===== src/rtl/aes_pkg.sv =====
`default_nettype none
// +----------------------------------------------------------------------------+
// | aes_pkg : widths, block/byte types and serializer states for AES datapath  |
// | Revision: 1.0                                                              |
// +----------------------------------------------------------------------------+
package aes_pkg;

  localparam int AES_BLOCK_W = 128;
  localparam int AES_BYTE_W  = 8;
  localparam int AES_NBYTES  = AES_BLOCK_W / AES_BYTE_W;

  typedef logic [AES_BLOCK_W-1:0] aes_block_t;
  typedef logic [AES_BYTE_W-1:0]  aes_byte_t;

  typedef enum logic [0:0] {
    SER_EMPTY = 1'b0,
    SER_SHIFT = 1'b1
  } ser_state_e;

endpackage
`default_nettype wire


===== src/rtl/aes_block_serializer.sv =====
`default_nettype none
// +----------------------------------------------------------------------------+
// | aes_block_serializer : streams 128-bit blocks out MSB byte first, with a   |
// | one-block hold buffer so back-to-back blocks drain without gaps.           |
// | Revision: 1.0                                                              |
// +----------------------------------------------------------------------------+
module aes_block_serializer
  import aes_pkg::*;
#(
  parameter int BLOCK_W = AES_BLOCK_W
) (
  input  logic               clk,
  input  logic               rst,
  input  logic               blk_valid,
  input  logic [BLOCK_W-1:0] blk_data,
  output logic               blk_ready,
  output logic [7:0]         byte_out,
  output logic               byte_valid,
  input  logic               byte_ready,
  output logic               byte_last,
  output logic               busy
);

  localparam int              NBYTES   = BLOCK_W / AES_BYTE_W;
  localparam int              IDX_W    = $clog2(NBYTES);
  localparam logic [IDX_W-1:0] LAST_IDX = IDX_W'(NBYTES - 1);

  ser_state_e         state_q, state_d;
  logic [BLOCK_W-1:0] sh_q, sh_d;
  logic [BLOCK_W-1:0] hd_q, hd_d;
  logic [IDX_W-1:0]   idx_q, idx_d;
  logic               hd_full_q, hd_full_d;
  logic               live_q, live_d;

  logic sh_full;
  logic xfer;
  logic last_xfer;
  logic accept;

  always_comb begin
    sh_full   = (state_q == SER_SHIFT);
    xfer      = sh_full && byte_ready;
    last_xfer = xfer && (idx_q == LAST_IDX);
    accept    = blk_valid && blk_ready;

    state_d   = state_q;
    sh_d      = sh_q;
    hd_d      = hd_q;
    idx_d     = idx_q;
    hd_full_d = hd_full_q;
    live_d    = 1'b1;

    if (xfer) begin
      if (last_xfer) begin
        idx_d = '0;
        if (hd_full_q) begin
          sh_d      = hd_q;
          hd_full_d = 1'b0;
        end else if (accept) begin
          sh_d = blk_data;
        end else begin
          state_d = SER_EMPTY;
        end
      end else begin
        sh_d  = sh_q << AES_BYTE_W;
        idx_d = idx_q + 1'b1;
      end
    end

    // accept implies an empty hold buffer, so a reload from hd never collides here
    if (accept && !last_xfer) begin
      if (!sh_full) begin
        sh_d    = blk_data;
        state_d = SER_SHIFT;
        idx_d   = '0;
      end else begin
        hd_d      = blk_data;
        hd_full_d = 1'b1;
      end
    end
  end

  always_ff @(posedge clk) begin
    if (!rst) begin
      state_q   <= SER_EMPTY;
      sh_q      <= '0;
      hd_q      <= '0;
      idx_q     <= '0;
      hd_full_q <= 1'b0;
      live_q    <= 1'b0;
    end else begin
      state_q   <= state_d;
      sh_q      <= sh_d;
      hd_q      <= hd_d;
      idx_q     <= idx_d;
      hd_full_q <= hd_full_d;
      live_q    <= live_d;
    end
  end

  assign blk_ready  = live_q && !hd_full_q;
  assign byte_out   = sh_q[BLOCK_W-1 -: 8];
  assign byte_valid = sh_full;
  assign byte_last  = sh_full && (idx_q == LAST_IDX);
  assign busy       = sh_full || hd_full_q;

endmodule
`default_nettype wire


===== config.mk =====
export PLATFORM = sky130hd
export DESIGN_NAME = aes_block_serializer
export DESIGN_NICKNAME = d
export VERILOG_FILES = /design/src/rtl/aes_pkg.sv /design/src/rtl/aes_block_serializer.sv
export SDC_FILE = /design/constraint.sdc
export NUM_CORES = 1
export LEC_CHECK = 0
export CAP_MARGIN = 40
export CORE_MARGIN = 8
export CORE_UTILIZATION = 50
export DETAILED_ROUTE_END_ITERATION = 10
export PLACE_DENSITY = 0.75
export SLEW_MARGIN = 10
export SYNTH_ARGS = -nofsm -noshare
export SYNTH_HDL_FRONTEND = slang
export SYNTH_SLANG_ARGS = --single-unit

===== constraint.sdc =====
create_clock -name clk -period 1.75 [get_ports clk]
set_input_delay 0.35 -clock clk [delete_from_list [all_inputs] [get_ports clk]]
set_output_delay 0.35 -clock clk [all_outputs]
set_load 0.005 [all_outputs]

==> out/metrics.csv <==
metric,value,unit
Post-Syn Nets,2058,
vias in the first global route,14311,
flop2flop setup slack,-0.01,ns
Startpoint Class,flip-flop,
n_diodes,0,
H-tree depth,1,
Final setup viols,3,
initial antenna violation count,0,
TritonCTS Sinks,263,
Max-slew headroom,71.40,%
Worst Hold End,hd_q[114],
DR top layer,met4,
"Hold Vio Cnt, Final",0,
global-route wire length before repair,76420,um
failing checks,negative setup slack,
Max VDD drop,0.0007116,V
final wirelength,50710,um
P per Cell Area,796.3,mW/mm^2
Synthesis Warnings,0,
distinct cell type count after synthesis,34,
Worst path slowest cell,dfxtp_2,
hold slack,0.1825,ns
Synth Flop Type,dfxtp_1,
post-synthesis cell type with the largest combined area,dfxtp_1,
Yosys top cell area share,35.85,%
r2r endpoint,sh_q[43],
# fillers,2325,
HP Start,rst,
main area contributors after synthesis,"dfxtp_1 (36%), a211o_1 (7.2%), a221oi_1 (7.1%), nand2_1 (6.8%), a21boi_1 (6.1%)",
Max-Cap Viols,0,
worst min path class,in -> reg,
Clock Path Buffers,3,
IO buf count,143,
die area,0.03511,sq mm
mux share of post-synthesis cell area,0.6134,%
simple-gate share of the synthesized area,16.75,%
adder-cell share of the synthesized area,0.08520,%
DRC Markers,0,
worst-path maximum fanout,2,
latest clock arrival within the worst-skew pair,0.55,ns
Final Cycle Share,103.4,%
TritonCTS clock tree,yes,
"Largest delay share family, worst path",flip-flops,
placed insts,2338,
Synth Area in Compound Gates,36.76,%
Final GP Congestion,0.8074,
largest net degree at the start of global routing,83,
DPL Wire Length,28170,um
vias per cell,6.515,
post-DR wirelength/cell,21.02,um
Buffers & Inverters on Critical Path,1,
"Slew Viols, Final",0,
status,finished with violations,
worst setup margin,-0.05880,ns
total gr overflow,0,
layout cells sized above 1,14.74,%
fin nets,2142,
largest family of logic cells by synthesized area,compound AO/OA/AOI/OAI gates,
worst-margin pin slew,0.4291,ns
met1 WL,21480,um
chip height,187.4,um
Fmax,552.9,MHz
Initial DRC Count,1909,
WL met2,23390,um
xor-xnor portion of the synthesized cell area,0.05964,%
worst clock skew,0.009066,ns
min Tclk post-route,1.809,ns
"EDFF count, synth",0,
crit end category,output pin,
RSZ-0062 raised after global routing,true,
Die Wd,187.4,um
"Arr. time, crit path",1.46,ns
Starting Density,51.03,%
CP Cell Sequence,"ha_4, and3_4, and2_1, buf_2",
Post-CTS Hold Buffers,0,
Layout Cells excl Fill,2412,
clk root buf,clkbuf_16,
pre-CTS setup slack,-0.1239,ns
Multi-input gate area,0.008558,sq mm
r2r startpoint,idx_q[1],
Rows,62,
reg2reg path depth,9,
Worst-path clk slew,0.06,ns
Lkg Pwr,7.991,nW
GRT Total Usage,25.22,%
Core ar.,0.02878,sq mm
ys async rst share,0,%
"Seq/Total Area, Yosys",35.85,%
CTS Buf Count,30,
sequential cell area,0.005285,sq mm
count of boundary I/O pins,144,
ANT nets after route,0,
Seq cells post-synth,263,
Mapped Avg Cell Area,7.629,sq um
wire length on met3,4457,um
Synth Instances,1925,
drt first pass iters,6,
P&R area growth vs syn,30.27,%
Max stage delay on crit path,0.35,ns
Hold Path Depth,2,
DR vias,15713,
Critical Path RT,1.40,ns
Crit Path Class,reg -> out,
mapped cell area,0.01469,sq mm
-- where the power goes --
| group | internal (W) | total (W) | switching (W) |
|---|---|---|---|
| Combinational | 0.00119 | 0.00244 | 0.00125 |
| Sequential | 0.00630 | 0.00661 | 0.000312 |
| Clock | 0.00365 | 0.00618 | 0.00253 |
| Total | 0.0111 | 0.0152 | 0.00409 |
-- final cells by class --
| type | count | area share [%] |
|---|---|---|
| multi-input cells | 1303 | 44.74 |
| flip-flops and latches | 263 | 27.63 |
| repair buffers | 284 | 17.67 |
| clock buffers | 48 | 4.755 |
| well taps | 384 | 2.511 |
| inverters | 127 | 2.492 |
| clock inverters | 3 | 0.2093 |
-- worst max-delay path by stage --
stage | from | endpoint | slack [ns] | cells past startpoint
final | idx_q[1] | byte_last | -0.06 | 4
after global routing | idx_q[1] | byte_last | -0.11 | 4
after CTS | idx_q[1] | byte_last | -0.06 | 4
after detailed placement | idx_q[0] | byte_last | -0.12 | 4
after global placement | idx_q[0] | byte_last | -0.11 | 4
after floorplan | idx_q[0] | sh_q[81] | 0.07 | 7
-- registers in the layout (all words and copies together) (netlist names), named ones only --
name and flops:
byte_valid 1, hd_q 128, idx_q 4, live_q 1, sh_q 128
-- metal layers --
layer	vias up	GRT usage (%)
met5	-	0
met1	7585	34.69
met2	837	40.50
met4	0	7.636
met3	108	3.356
li1	7183	-
-- kinds of logic after synthesis --
kind of cell             Yosys count
buffers and inverters            359
XOR/XNOR                           1
AND/OR/NAND/NOR                  526
adder cells (fa/ha/maj)            1
multiplexers                       8
AO/OA/AOI/OAI                    767
flip-flops                       263
-- per-stage QoR --
stage	cell area [sq um]	TNS (ns)	total power (W)	util (%)
2_1_floorplan	14690	0	0.007895	-
3_3_place_gp	17200	-7.730	0.008909	59.75
3_5_place_dp	17200	-10.22	0.008971	59.75
4_1_cts	18240	-0.5152	0.01509	63.37
5_1_grt	19130	-4.072	0.01571	66.47
6_report	19130	-0.07716	0.01523	66.47
-- worst reg2reg max path: cells and delay by family (launching register included) --
family / cells / cell delay, ns
compound gates: 3 / 0.45
simple gates: 1 / 0.16
fa+ha+maj: 1 / 0.16
buf+inv: 4 / 0.55
flops: 1 / 0.34
-- cells in the mapped netlist, types with 2 or more instances --
| library cell | n |
|---|---|
| a211o_1 | 120 |
| a21boi_0 | 8 |
| a21boi_1 | 120 |
| a21oi_1 | 139 |
| a221oi_1 | 119 |
| and2_1 | 2 |
| and3_1 | 121 |
| buf_1 | 8 |
| buf_2 | 52 |
| buf_4 | 10 |
| clkbuf_1 | 162 |
| dfxtp_1 | 263 |
| inv_1 | 127 |
| mux2_2 | 8 |
| nand2_1 | 265 |
| nand3_1 | 123 |
| nor2_1 | 7 |
| nor2b_1 | 3 |
| nor3_1 | 2 |
| o211ai_1 | 119 |
| o21ai_0 | 46 |
| o21ai_1 | 82 |
| o221ai_1 | 8 |
-- what timing repair did --
action | in CTS | in global routing
gates cloned | 0 | 16
gates resized for setup | 38 | 105
pin swaps | 40 | 37
hold endpoints to repair | 0 | 0
setup endpoints to repair | 31 | 253
buffers inserted | 5 | 3
-- placed cells by master, fill, tap and decap left out, types with 38 or more instances in the layout --
cell type	n
a211o_1	119
a21boi_1	119
a21oi_1	129
a221oi_1	54
a221oi_2	64
and3_1	120
buf_12	42
buf_4	72
clkbuf_16	41
clkdlybuf4s50_1	129
dfxtp_1	253
inv_1	127
nand2_1	259
nand3_1	122
o211ai_1	119
o21ai_0	38
o21ai_1	90
Power figures use the tool's default switching activity.
